`src/rtl/pipelined_prefix_adder.sv`:
```
// Fully pipelined Kogge-Stone adder/subtractor with valid/ready handshake.
// Pipeline: operand stage, LEVELS prefix stages, result stage (LEVELS+2 cycles).
module pipelined_prefix_adder #(
  parameter int unsigned WIDTH = 32
) (
  input  logic             clock,
  input  logic             reset_n,
  input  logic             in_valid,
  output logic             in_ready,
  input  logic [WIDTH-1:0] in_a,
  input  logic [WIDTH-1:0] in_b,
  input  logic             in_c,
  input  logic             in_sub,
  output logic             out_valid,
  input  logic             out_ready,
  output logic [WIDTH-1:0] out_sum,
  output logic             out_cout,
  output logic             out_ovf,
  output logic             out_zero
);

  localparam int unsigned LEVELS = $clog2(WIDTH);

  // Index 0 is the operand stage, index k holds the result of prefix level k.
  logic [WIDTH-1:0] g_q  [0:LEVELS];
  logic [WIDTH-1:0] g_d  [0:LEVELS];
  logic [WIDTH-1:0] p_q  [0:LEVELS];
  logic [WIDTH-1:0] p_d  [0:LEVELS];
  logic [WIDTH-1:0] pr_q [0:LEVELS];
  logic [WIDTH-1:0] pr_d [0:LEVELS];
  logic [LEVELS:0]  vld_q, vld_d;
  logic [LEVELS:0]  cin_q, cin_d;
  logic [LEVELS:0]  amsb_q, amsb_d;
  logic [LEVELS:0]  bmsb_q, bmsb_d;

  logic [WIDTH-1:0] b_eff;
  logic [WIDTH-1:0] g_in;
  logic [WIDTH-1:0] carry;

  logic             out_valid_q, out_valid_d;
  logic [WIDTH-1:0] out_sum_q, out_sum_d;
  logic             out_cout_q, out_cout_d;
  logic             out_ovf_q, out_ovf_d;
  logic             out_zero_q, out_zero_d;

  logic             stall;

  // Whole pipe freezes while a result waits for the consumer.
  assign stall    = out_valid_q & ~out_ready;
  assign in_ready = ~stall;

  // Next-state for operand, prefix and result stages.
  always_comb begin
    g_d         = g_q;
    p_d         = p_q;
    pr_d        = pr_q;
    vld_d       = vld_q;
    cin_d       = cin_q;
    amsb_d      = amsb_q;
    bmsb_d      = bmsb_q;
    g_in        = '0;
    b_eff       = in_sub ? ~in_b : in_b;

    // Operand stage: bitwise generate/propagate; subtract is A + ~B + 1.
    vld_d[0]    = in_valid & in_ready;
    g_d[0]      = in_a & b_eff;
    p_d[0]      = in_a ^ b_eff;
    pr_d[0]     = in_a ^ b_eff;
    cin_d[0]    = in_sub | in_c;
    amsb_d[0]   = in_a[WIDTH-1];
    bmsb_d[0]   = b_eff[WIDTH-1];

    // Prefix levels; carry-in is absorbed into bit 0's generate at level 1.
    for (int k = 1; k <= int'(LEVELS); k++) begin
      g_in = g_q[k-1];
      if (k == 1) begin
        g_in[0] = g_q[0][0] | (p_q[0][0] & cin_q[0]);
      end
      g_d[k]    = g_in | (p_q[k-1] & (g_in << (1 << (k - 1))));
      p_d[k]    = p_q[k-1] & (p_q[k-1] << (1 << (k - 1)));
      pr_d[k]   = pr_q[k-1];
      vld_d[k]  = vld_q[k-1];
      cin_d[k]  = cin_q[k-1];
      amsb_d[k] = amsb_q[k-1];
      bmsb_d[k] = bmsb_q[k-1];
    end

    // Result stage: carry into bit i is the group generate of bits below it.
    carry       = {g_q[LEVELS][WIDTH-2:0], cin_q[LEVELS]};
    out_sum_d   = pr_q[LEVELS] ^ carry;
    out_cout_d  = g_q[LEVELS][WIDTH-1];
    out_ovf_d   = (amsb_q[LEVELS] == bmsb_q[LEVELS]) &
                  (out_sum_d[WIDTH-1] != amsb_q[LEVELS]);
    out_zero_d  = (out_sum_d == '0);
    out_valid_d = vld_q[LEVELS];
  end

  // Stage registers; every stage advances together unless stalled.
  always_ff @(posedge clock or negedge reset_n) begin
    if (!reset_n) begin
      for (int k = 0; k <= int'(LEVELS); k++) begin
        g_q[k]  <= '0;
        p_q[k]  <= '0;
        pr_q[k] <= '0;
      end
      vld_q       <= '0;
      cin_q       <= '0;
      amsb_q      <= '0;
      bmsb_q      <= '0;
      out_valid_q <= 1'b0;
      out_sum_q   <= '0;
      out_cout_q  <= 1'b0;
      out_ovf_q   <= 1'b0;
      out_zero_q  <= 1'b0;
    end else if (!stall) begin
      for (int k = 0; k <= int'(LEVELS); k++) begin
        g_q[k]  <= g_d[k];
        p_q[k]  <= p_d[k];
        pr_q[k] <= pr_d[k];
      end
      vld_q       <= vld_d;
      cin_q       <= cin_d;
      amsb_q      <= amsb_d;
      bmsb_q      <= bmsb_d;
      out_valid_q <= out_valid_d;
      out_sum_q   <= out_sum_d;
      out_cout_q  <= out_cout_d;
      out_ovf_q   <= out_ovf_d;
      out_zero_q  <= out_zero_d;
    end
  end

  assign out_valid = out_valid_q;
  assign out_sum   = out_sum_q;
  assign out_cout  = out_cout_q;
  assign out_ovf   = out_ovf_q;
  assign out_zero  = out_zero_q;

endmodule

```
`config.mk`:
```
export PLATFORM = sky130hd
export DESIGN_NAME = pipelined_prefix_adder
export DESIGN_NICKNAME = d
export VERILOG_FILES = /design/src/rtl/pipelined_prefix_adder.sv
export SDC_FILE = /design/constraint.sdc
export NUM_CORES = 1
export LEC_CHECK = 0
export BUFFER_PORTS_ARGS = -buffer_cell sky130_fd_sc_hd__buf_2
export CAP_MARGIN = 10
export CORE_AREA = 2 2 226 228
export CTS_CLUSTER_DIAMETER = 50
export DETAILED_ROUTE_END_ITERATION = 8
export DIE_AREA = 0 0 228 230
export MAX_ROUTING_LAYER = met4
export SKIP_CTS_REPAIR_TIMING = 1
export SYNTH_ARGS = -nofsm -noshare
export SYNTH_HDL_FRONTEND = slang
export SYNTH_SLANG_ARGS = --single-unit
```
`constraint.sdc`:
```
create_clock -name clock -period 2.8 [get_ports clock]
set_clock_uncertainty 0.2 [all_clocks]
set_input_delay 0.7 -clock clock [delete_from_list [all_inputs] [get_ports clock]]
set_output_delay 0.7 -clock clock [all_outputs]
set_load 0.02 [all_outputs]
```
=== Word-level counts from Yosys, hierarchy flattened ===
Index checks and enable logic that the tools add are counted.

* Multiplexer cells: 1
* Bitwise logic cells: 26
* Reduce and logical (&&, ||, !) cells: 1
* Equality and inequality tests: 2

{| class="wikitable"
|+ Operators with widths
! operator !! number
|-
| bitwise AND 32 bit || 10
|-
| OR 32 bit || 5
|-
| bitwise XOR 32 bit || 2
|-
| zero test 32 bit || 1
|-
| 2-to-1 mux 32 bit || 1
|-
| inverter 32 bit || 1
|-
| bitwise AND 1 bit || 4
|-
| inverter 1 bit || 2
|-
| OR 1 bit || 2
|-
| equality test 1 bit || 1
|-
| inequality test 1 bit || 1
|}

* Flip-flop bits (word level): 572
* Input port bits: 70
* Output and inout bits: 37

=== Depth between registers and ports, before layout ===
Gate-level depths: netlist (run 1).

* Word-level depth: 4
* Depth in mapped cells: 8

=== Worst setup path after synthesis (run 1) ===
Ideal clock, no wire load.

* Path kind: input to output
* Start point: input out_ready
* End point: output in_ready
* Cell stages on the path: 6
* Path buffers: 4
* Path slack: 503 ps
* Data arrival time: 1397 ps
* Required time: 1900 ps
* Cell sequence: nor2b_4 > buf_6 > buf_6 > inv_4 > buf_4 > buf_2

* Longest elaborated chain between the ends: 3

{| class="wikitable"
|+ RTL lines
! item !! line !! RTL
|-
| start, declared || 15 || <nowiki>input logic out_ready,</nowiki>
|-
| inverter 1 bit || 49 || <nowiki>assign stall = out_valid_q & ~out_ready;</nowiki>
|-
| bitwise AND 1 bit || 49 ||
|-
| inverter 1 bit || 50 || <nowiki>assign in_ready = ~stall;</nowiki>
|-
| end, declared || 9 || <nowiki>output logic in_ready,</nowiki>
|}

No other way between the ends.

=== Final worst setup path (run 1) ===
* Start point: register out_valid_q, in the netlist out_valid
* End point: output in_ready

* Longest elaborated chain between the ends: 2

{| class="wikitable"
|+ RTL lines
! item !! line !! RTL
|-
| start, declared || 40 || <nowiki>logic out_valid_q, out_valid_d;</nowiki>
|-
| start signal, assigned || 125 || <nowiki>out_valid_q <= out_valid_d;</nowiki>
|-
| bitwise AND 1 bit || 49 ||
|-
| inverter 1 bit || 50 ||
|}

No other way between the ends.

==> results of run 1 <==
[area by class of cell]
cell class | instances | area share, %
tap | 672 | 3.397
clock buffer | 92 | 7.031
multi-input combinational | 1700 | 30.39
timing repair buffer | 139 | 3.953
inverter | 1 | 0.06571
clock inverter | 13 | 0.3690
sequential | 542 | 54.79
[sequential cells by signal, indices dropped and copies added, names as in the netlist]
| name | flops |
|---|---|
| amsb_q | 6 |
| bmsb_q | 6 |
| carry | 31 |
| cin_q | 6 |
| g_in | 32 |
| g_q | 129 |
| out_cout | 1 |
| out_ovf | 1 |
| out_sum | 32 |
| out_valid | 1 |
| out_zero | 1 |
| p_q | 130 |
| pr_d | 128 |
| pr_q | 32 |
| vld_q | 6 |
[metrics by stage]
step	utilization, %	instance area, sq um	power [W]	worst slack [ns]
floorplan	-	21870	0.01779	0.5032
global route	49.64	24750	0.02948	0.1875
CTS	49.62	24740	0.02783	0.2108
global placement	45.95	22910	0.02019	0.3168
detailed placement	45.95	22910	0.02045	0.2779
finish	49.64	24750	0.02749	0.2845
[cell usage after synthesis]
master	instances	area, sq um
buf_6	26	292.8
inv_4	1	6.260
buf_2	81	405.4
buf_4	4	30.03
a21oi_1	160	800.8
ha_1	32	400.4
a31oi_1	1	6.260
xnor2_1	32	280.3
xor2_1	32	280.3
a21o_1	1	7.510
o21ai_0	130	650.6
nor2b_4	1	13.76
a32o_1	1	10.01
nand3_1	100	500.5
nor3_1	1	5.000
nor4_1	1	6.260
nand4_1	7	43.79
dfrtp_1	542	13560
nand2_1	1159	4350
nand2b_1	1	6.260
clkbuf_1	13	48.80
nor2_1	39	146.4
or3_1	1	6.260
o21a_1	1	7.510
[kinds of logic (layout without fill, tap and decap cells)]
family | count (synthesis) | count (layout) | share of synthesized area [%]
XOR/XNOR | 64 | 64 | 2.563
AO/OA/AOI/OAI | 294 | 294 | 6.780
buffers and inverters | 125 | 245 | 3.582
flip-flops | 542 | 542 | 62.02
adder cells (fa/ha/maj) | 32 | 32 | 1.831
AND/OR/NAND/NOR | 1310 | 1310 | 23.22
[worst reg2reg max path: stages (launching register included)]
cell and delay, ns:
dfrtp_1 0.37, nor2b_4 0.16, clkinv_8 0.13, buf_4 0.82
nand3_1 0.30, nand2_1 0.12
[how the worst min path moves through the flow]
stage	cells after the start	start	to
detailed placement	1	vld_q[5]$_DFFE_PN0N_	out_valid$_DFFE_PN0N_
floorplan	0	reset_n	amsb_q[0]$_DFFE_PN0N_
finish	3	in_valid	vld_q[0]$_DFFE_PN0N_
global placement	2	vld_q[5]$_DFFE_PN0N_	vld_q[5]$_DFFE_PN0N_
CTS	1	reset_n	vld_q[2]$_DFFE_PN0N_
global route	3	in_valid	vld_q[0]$_DFFE_PN0N_
[placed cells by master (no fill, tap or decap), drive strengths merged, types with 5 or more instances in the layout]
master  Yosys  layout
xnor2      32      32
o21ai     130     130
nand2    1159    1159
xor2       32      32
dfrtp     542     542
nor2       39      39
ha         32      32
nand4       7       7
buf       111     138
clkbuf     13      92
nand3     100     100
clkinv      0       8
inv         1       5
a21oi     160     160
[routing by layer]
metal,vias up,GRT usage (%),wire length [um],part of all wire (%)
met1,7351,29.92,24710,50
met5,-,-,0,0
met4,0,5.556,955,1.9
li1,7729,-,-,-
met2,264,28.18,21710,44
met3,69,2.592,1961,4.0
[report_power, final]
group / internal (W) / switching [W]
Clock: 0.00425 / 0.00303
Sequential: 0.0110 / 0.00259
Combinational: 0.00242 / 0.00425
Total: 0.0176 / 0.00987
==> summary.md, run 1 <==
| Metric | Value |
|---|---|
| Worst reg2reg path endpoint | `p_q[146]$_DFFE_PN0N_` |
| Vias | `around 15000` |
| Clock sink count | `~540` |
| Maxcap violations | `0` |
| CP Cell Sequence | `nor2b_4, clkinv_8, buf_2` |
| Clk buf depth | `3` |
| CTS tree | `done` |
| DIE AREA | `52440 sq um` |
| Critical path depth | `3` |
| Crit path buf inv count | `2` |
| Share of cells above drive strength 1 | `roughly 9%` |
| Min Tclk post-route | `between 2 and 3 ns` |
| Hold_ws | `about 0.095 ns` |
| Register Area | `13560 sq um` |
| # diodes | `0` |
| NumNets Final | `roughly 2500` |
| Synth warnings | `0` |
| Worst reg2reg path depth | `5` |
| Critical Path Fanout Max | `29` |
| Worst Setup Path Type | `reg2out` |
| Max IR drop VDD | `approximately 0.56 mV` |
| Fin crit share | `89.84%` |
| Num rows | `82` |
| Area of the multi-input gates | `roughly 7500 sq um` |
| Synth Cell Area | `21870 sq um` |
| CP Capture Type | `primary output` |
| Cell area power density | `about 1100 nW/um^2` |
| CP endpoint | `in_ready` |
| R2R setup slack | `roughly 0.64 ns` |
| Post-route ant nets | `0` |
| Worst EP required | `1.90 ns` |
| Synth Area per Inst | `approximately 9 sq um` |
| Worst Path Arrival | `around 1.6 ns` |
| Num CTS Buffers | `58` |
| Yosys cell types | `24` |
| Initial antenna violation count | `0` |
| Initial core utilization | `43.86%` |
| Largest net degree at the start of global routing | `between 100 and 150` |
| GRT overflow | `0` |
| Layout area overhead | `13.19%` |
| WL/cell | `about 16 um` |
| Hold Crit Class | `in2reg` |
| DRT Pass-1 Iters | `6` |
| Yosys reg bits | `approximately 540` |
| DRC viols | `0` |
| # fillers | `approximately 4800` |
| Drt via density | `4.879` |
| Gr usage total | `~20%` |
| Core Region | `49860 sq um` |
| Clock Latency Late Sink | `around 0.61 ns` |
| Startpoint types | `flop` |
| IO Pins | `107` |
| Dpl hpwl | `33510 um` |
| Worst-Margin Slew | `between 1 and 1.5 ns` |
| RR Startpoint | `out_valid$_DFFE_PN0N_` |
| Crit path launch | `out_valid$_DFFE_PN0N_` |
| Slew Viols, Final | `0` |
| Placed cells | `roughly 3100` |
| Die W | `between 200 and 250 um` |
| DRT Wirelength | `between 40000 and 50000 um` |
| Post-Syn Nets | `2469` |
| Vias in the first global route | `14771` |
| RSZ-0062 raised after global routing | `no` |
| Starting DRC count in detailed routing | `roughly 1200` |
| Crit-path max cell delay | `0.34 ns` |
| CTS root buffer | `clkbuf_16` |
| Post-route setup TNS | `0 ns` |
| CP top delay family | `buffers and inverters` |
| Clock Pin Slew Worst Setup and Hold Paths | `0.06 ns` |
| Post-route insts no fill | `about 3200` |
| Final-report setup violation count | `0` |
| Post-Syn Instances | `around 2400` |
| F_max | `roughly 400 MHz` |
| Port-buffer cells | `106` |
| Leakage | `12.64 nW` |
| H-tree levels | `2` |
| Max_slew headroom | `between 20% and 30%` |
| Gpl congestion | `between 0.8 and 0.9` |
| Worst path slowest cell | `dfrtp_1` |
| First-pass GRT wire length | `approximately 80000 um` |
| Final hold violation count | `0` |
| Register area share after synthesis | `62.02%` |
| Outcome | `complete, no violations` |
| Die H | `about 230 um` |
(Power assumes the default switching activity.)
==> run 2, diff against run 1 <==
- CORE_AREA: 2 2 226 228 -> 2 2 213 215
- DIE_AREA: 0 0 228 230 -> 0 0 215 217
- PLACE_DENSITY: not set -> 0.66
==> summary.md, run 2 (synthesized netlist as in run 1, its figures left out) <==
| Metric | Value |
|---|---|
| Clk buf depth | `3 (unchanged)` |
| CTS root buffer | `clkbuf_16` |
| Die W | `215 um (-5.7%)` |
| Clock Pin Slew Worst Setup and Hold Paths | `0.06 ns (about the same)` |
| Final instance area | `24630 sq um (-0.50%)` |
| Die H | `217 um (-5.7%)` |
| Hold_ws | `0.1190 ns (+0.02428 ns)` |
| Top reg by flops | `p_q` |
| RSZ-0062 raised after global routing | `no` |
| # diodes | `0 (unchanged)` |
| Fin crit share | `88.30% (-1.5 points)` |
| Outcome | `complete, no violations` |
| IO Pins | `107 (unchanged)` |
| DIE AREA | `46660 sq um (-11%)` |
| Clock Latency Late Sink | `0.59 ns (-0.02 ns)` |
| Gr usage total | `21.71% (+1.8 points)` |
| Gpl congestion | `0.8100 (-1.8%)` |
| Psw | `0.009758 W (-1.1%)` |
| Max reg flops | `130 (unchanged)` |
| Initial antenna violation count | `0 (unchanged)` |
| Drt via density | `5.022 (+2.9%)` |
| Combinational Power Share | `23.9% (-0.4 points)` |
| DRT Pass-1 Iters | `6 (unchanged)` |
| Min Tclk post-route | `2.472 ns (-0.04312 ns)` |
| Vias | `15438 (+0.16%)` |
| Crit-path max cell delay | `0.35 ns (about the same)` |
| Critical path depth | `3 (unchanged)` |
| CP Capture Type | `primary output` |
| DRC viols | `0 (unchanged)` |
| Core Region | `44700 sq um (-10%)` |
| Worst Setup Path Type | `reg2out` |
| Critical Path Fanout Max | `32 (+10%)` |
| Clock power frac | `27.2% (+0.7 points)` |
| Leakage | `12.62 nW (-0.14%)` |
| NumNets Final | `2535 (-0.35%)` |
| Maxcap violations | `0 (unchanged)` |
| Clock sink count | `542 (unchanged)` |
| Initial core utilization | `48.93% (+5.1 points)` |
| Hold Crit Class | `in2reg` |
| Post-route ant nets | `0 (unchanged)` |
| Share of cells above drive strength 1 | `8.812% (-0.28 points)` |
| CP Cell Sequence | `nor2b_4, clkinv_8, buf_2` |
| Num rows | `78 (-4.9%)` |
| Most frequent cells in the layout | `nand2_1, dfrtp_1, a21oi_1` |
| WL/cell | `15.51 um (-0.69%)` |
| Largest net degree at the start of global routing | `168 (+40%)` |
| Max IR drop VDD | `0.5260 mV (-5.9%)` |
| Dpl hpwl | `31720 um (-5.3%)` |
| Worst path slowest cell | `dfrtp_1` |
| Starting DRC count in detailed routing | `1374 (+16%)` |
| Hold-critical path depth | `3 (unchanged)` |
| Final hold violation count | `0 (unchanged)` |
| CP top delay family | `buffers and inverters` |
| Flop pwr share | `49.0% (-0.2 points)` |
| Cell area power density | `1121 nW/um^2 (+0.89%)` |
| Max_slew headroom | `55.73% (+31 points)` |
| DP Area | `22740 sq um (-0.73%)` |
| First-pass GRT wire length | `79580 um (-2.7%)` |
| Commonest non-fill, non-tap cell in the layout | `nand2_1` |
| Vias in the first global route | `14832 (+0.41%)` |
| Startpoint types | `flop` |
| F_max | `404.5 MHz (+1.7%)` |
| H-tree levels | `2 (unchanged)` |
| Switching Share | `35.36% (-0.53 points)` |
| CTS tree | `done` |
| Worst EP required | `1.90 ns (about the same)` |
| Worst-Margin Slew | `0.6641 ns (-0.4637 ns)` |
| Worst Path Arrival | `1.57 ns (-0.05 ns)` |
| GRT overflow | `0 (unchanged)` |
| Num CTS Buffers | `56 (-3.4%)` |
| Final-report setup violation count | `0 (unchanged)` |
| Worst reg2reg path depth | `4 (-1)` |
| Crit path buf inv count | `2 (unchanged)` |
| P_int | `0.01784 W (+1.2%)` |
| Port-buffer cells | `106 (unchanged)` |
| Post-route setup TNS | `0 ns (unchanged)` |
| Layout area overhead | `12.63%` |
| DRT Wirelength | `47680 um (-3.4%)` |
| Slew Viols, Final | `0 (unchanged)` |
## run 2: final cells by class
class                      instances  area (sq um)
multi-input combinational       1700          7522
inverter                           1         16.27
timing repair buffer             132         900.9
clock buffer                      84          1658
fill                            4103         20070
sequential                       542         13560
clock inverter                    15         219.0
tap                              600         750.7
## run 2: per-layer routing
metal,track usage (%),vias up,wire length (um)
met2,31.21,289,21140
met5,-,-,0
met4,4.943,0,983
li1,-,7691,-
met1,32.80,7392,23600
met3,3.242,66,1953
## run 2: through the flow
stage               worst slack (ns)  total power (W)  util [%]  std cells
floorplan                     0.5032          0.01779         -       2367
global route                  0.2182          0.02954     55.10       3074
CTS                           0.2634          0.02785     55.08       3073
detailed placement            0.4221          0.02027     50.88       2974
finish                        0.3276          0.02760     55.10       3074
global placement              0.4289          0.01999     50.88       2974
## run 2: path summary, 6_finish.rpt
kind,start,end,slack [ns]
min in group asynchronous,reset_n,out_sum[31]$_DFFE_PN0N_,0.39
worst max register to register,out_valid$_DFFE_PN0N_,g_q[138]$_DFFE_PN0N_,0.83
max in group asynchronous,reset_n,p_q[164]$_DFFE_PN0N_,1.05
worst max-delay path,out_valid$_DFFE_PN0N_,in_ready,0.33
worst min-delay path,in_valid,vld_q[0]$_DFFE_PN0N_,0.12
worst min register to register,vld_q[5]$_DFFE_PN0N_,out_valid$_DFFE_PN0N_,0.26
## run 2: worst register-to-register path: stages (launching register included)
cell     delay, ns
dfrtp_1       0.35
nor2b_4       0.23
buf_4         0.25
buf_12        0.47
o21ai_0       0.32
## run 2: power groups by stage
stage	Clock, W	Sequential, W	Combinational [W]
floorplan	0	0.0130	0.00481
global placement	0	0.0135	0.00646
detailed placement	0	0.0136	0.00663
CTS	0.00767	0.0135	0.00667
global route	0.00802	0.0139	0.00760
finish	0.00750	0.0135	0.00658
==> run 3, diff against run 2 <==
--- a/constraint.sdc
+++ b/constraint.sdc
@@ -4,2 +4,2 @@
 set_output_delay 0.7 -clock clock [all_outputs]
-set_load 0.02 [all_outputs]
+set_load 0.005 [all_outputs]
==> summary.md, run 3 (synthesized netlist as in run 1, its figures left out) <==
| Metric | Value |
|---|---|
| Min Tclk post-route | `2.505 ns (+0.03216 ns)` |
| GRT overflow | `0 (unchanged)` |
| DIE AREA | `46660 sq um (unchanged)` |
| Num rows | `78 (unchanged)` |
| WL/cell | `15.59 um (+0.49%)` |
| First-pass GRT wire length | `80650 um (+1.4%)` |
| Starting DRC count in detailed routing | `1452 (+5.7%)` |
| Most frequent cells in the layout | `nand2_1, dfrtp_1, a21oi_1` |
| Fin crit share | `89.45% (+1.1 points)` |
| Dpl hpwl | `32990 um (+4.0%)` |
| # fillers | `4088 (-0.37%)` |
| # diodes | `0 (unchanged)` |
| Worst EP required | `1.90 ns (about the same)` |
| DP Area | `22900 sq um (+0.70%)` |
| Setup ws final | `0.2954 ns (-0.03216 ns)` |
| Max IR drop VDD | `0.6457 mV (+23%)` |
| Clock Latency Late Sink | `0.59 ns (about the same)` |
| Largest net degree at the start of global routing | `198 (+18%)` |
| Clock Pin Slew Worst Setup and Hold Paths | `0.06 ns (about the same)` |
| RSZ-0062 raised after global routing | `no` |
| Leakage | `12.65 nW (+0.21%)` |
| Gr usage total | `21.82% (+0.11 points)` |
| DRT Wirelength | `48040 um (+0.75%)` |
| NumNets Final | `2547 (+0.47%)` |
| Cell area power density | `1096 nW/um^2 (-2.2%)` |
| Maxcap violations | `0 (unchanged)` |
| Vias | `15607 (+1.1%)` |
| Post-route insts no fill | `3082 (+0.26%)` |
| Critical Path Fanout Max | `30 (-6.3%)` |
| Final core utilization | `55.22% (+0.12 points)` |
| Vias in the first global route | `15191 (+2.4%)` |
| Num CTS Buffers | `55 (-1.8%)` |
| Post-route setup TNS | `0 ns (unchanged)` |
| Placed cells | `2987 (+0.44%)` |
| Max reg flops | `130 (unchanged)` |
| Initial core utilization | `48.93% (unchanged)` |
| Clock sink count | `542 (unchanged)` |
| CTS root buffer | `clkbuf_16` |
| Hold Crit Class | `in2reg` |
| DRT Pass-1 Iters | `5 (-1)` |
| Worst-Margin Slew | `0.7687 ns (+0.1046 ns)` |
| Die W | `215 um (unchanged)` |
| Layout area overhead | `12.87%` |
| H-tree levels | `2 (unchanged)` |
| F_max | `399.3 MHz (-1.3%)` |
| Commonest non-fill, non-tap cell in the layout | `nand2_1` |
| Share of cells above drive strength 1 | `8.985% (+0.17 points)` |
| Pre-CTS setup slack | `0.2882 ns (-0.1340 ns)` |
| Final hold violation count | `0 (unchanged)` |
| CP Capture Type | `primary output` |
| DRC viols | `0 (unchanged)` |
| Outcome | `complete, no violations` |
| Top reg by flops | `p_q` |
| CTS tree | `done` |
| Port-buffer cells | `106 (unchanged)` |
| Die H | `217 um (unchanged)` |
| Startpoint types | `flop` |
| Clk buf depth | `3 (unchanged)` |
| Core Region | `44700 sq um (unchanged)` |
| Gpl congestion | `0.7941 (-2.0%)` |
| Post-route ant nets | `0 (unchanged)` |
| Final-report setup violation count | `0 (unchanged)` |
| Drt via density | `5.064 (+0.83%)` |
| Worst Setup Path Type | `reg2out` |
| IO Pins | `107 (unchanged)` |
| Max_slew headroom | `48.75% (-7.0 points)` |
| Worst Path Arrival | `1.60 ns (+0.03 ns)` |
| Initial antenna violation count | `1 (+1)` |
| Slew Viols, Final | `0 (unchanged)` |
| Final instance area | `24680 sq um (+0.21%)` |
-- run 3: cell type report --
cell class                      count  area, sq um  area share [%]
Clock buffer                       88         1683           6.818
Clock inverter                      6        86.33          0.3498
Inverter                            1        16.27         0.06590
Multi-Input combinational cell   1700         7522           30.48
Sequential cell                   542        13560           54.95
Tap cell                          600        750.7           3.042
Timing Repair Buffer              145         1061           4.299
-- run 3: final timing paths --
| check | startpoint | endpoint | slack, ns | cells past startpoint |
|---|---|---|---|---|
| setup / recovery | out_valid$_DFFE_PN0N_ | in_ready | 0.30 | 3 |
| setup reg to reg | out_valid$_DFFE_PN0N_ | carry[19]$_DFFE_PN0N_ | 0.69 | 5 |
| min in group asynchronous | reset_n | out_sum[28]$_DFFE_PN0N_ | 0.45 | 2 |
| hold reg to reg | vld_q[5]$_DFFE_PN0N_ | out_valid$_DFFE_PN0N_ | 0.26 | 1 |
| max in group asynchronous | reset_n | g_q[174]$_DFFE_PN0N_ | 1.13 | 3 |
| hold / removal | in_valid | vld_q[0]$_DFFE_PN0N_ | 0.11 | 3 |
-- run 3: per-layer routing --
layer | share of wire [%] | GRT usage, % | routed length (um) | vias up
met4 | 2.6 | 6.529 | 1230 | 0
met3 | 4.1 | 2.628 | 1972 | 83
li1 | - | - | - | 7731
met5 | 0 | - | 0 | -
met2 | 45 | 32.15 | 21520 | 306
met1 | 49 | 32.05 | 23310 | 7487
-- run 3: critical path, stage by stage (launching register included) --
cell,delay [ns]
dfrtp_1,0.34
nor2b_4,0.28
clkinv_8,0.20
buf_2,0.18
-- run 3: per-stage QoR --
stage,hold WS (ns),power (W)
2_1_floorplan,0.2044,0.01748
3_3_place_gp,0.2405,0.01976
3_5_place_dp,0.2544,0.02007
4_1_cts,-0.1421,0.02730
5_1_grt,0.1062,0.02892
6_report,0.1115,0.02704
-- run 3: power breakdown --
| group | switching [W] | total (W) | leakage [nW] | internal, W |
|---|---|---|---|---|
| registers | 0.00257 | 0.0135 | 6.87 | 0.0110 |
| logic | 0.00394 | 0.00635 | 4.91 | 0.00241 |
| clock network | 0.00291 | 0.00717 | 0.864 | 0.00426 |
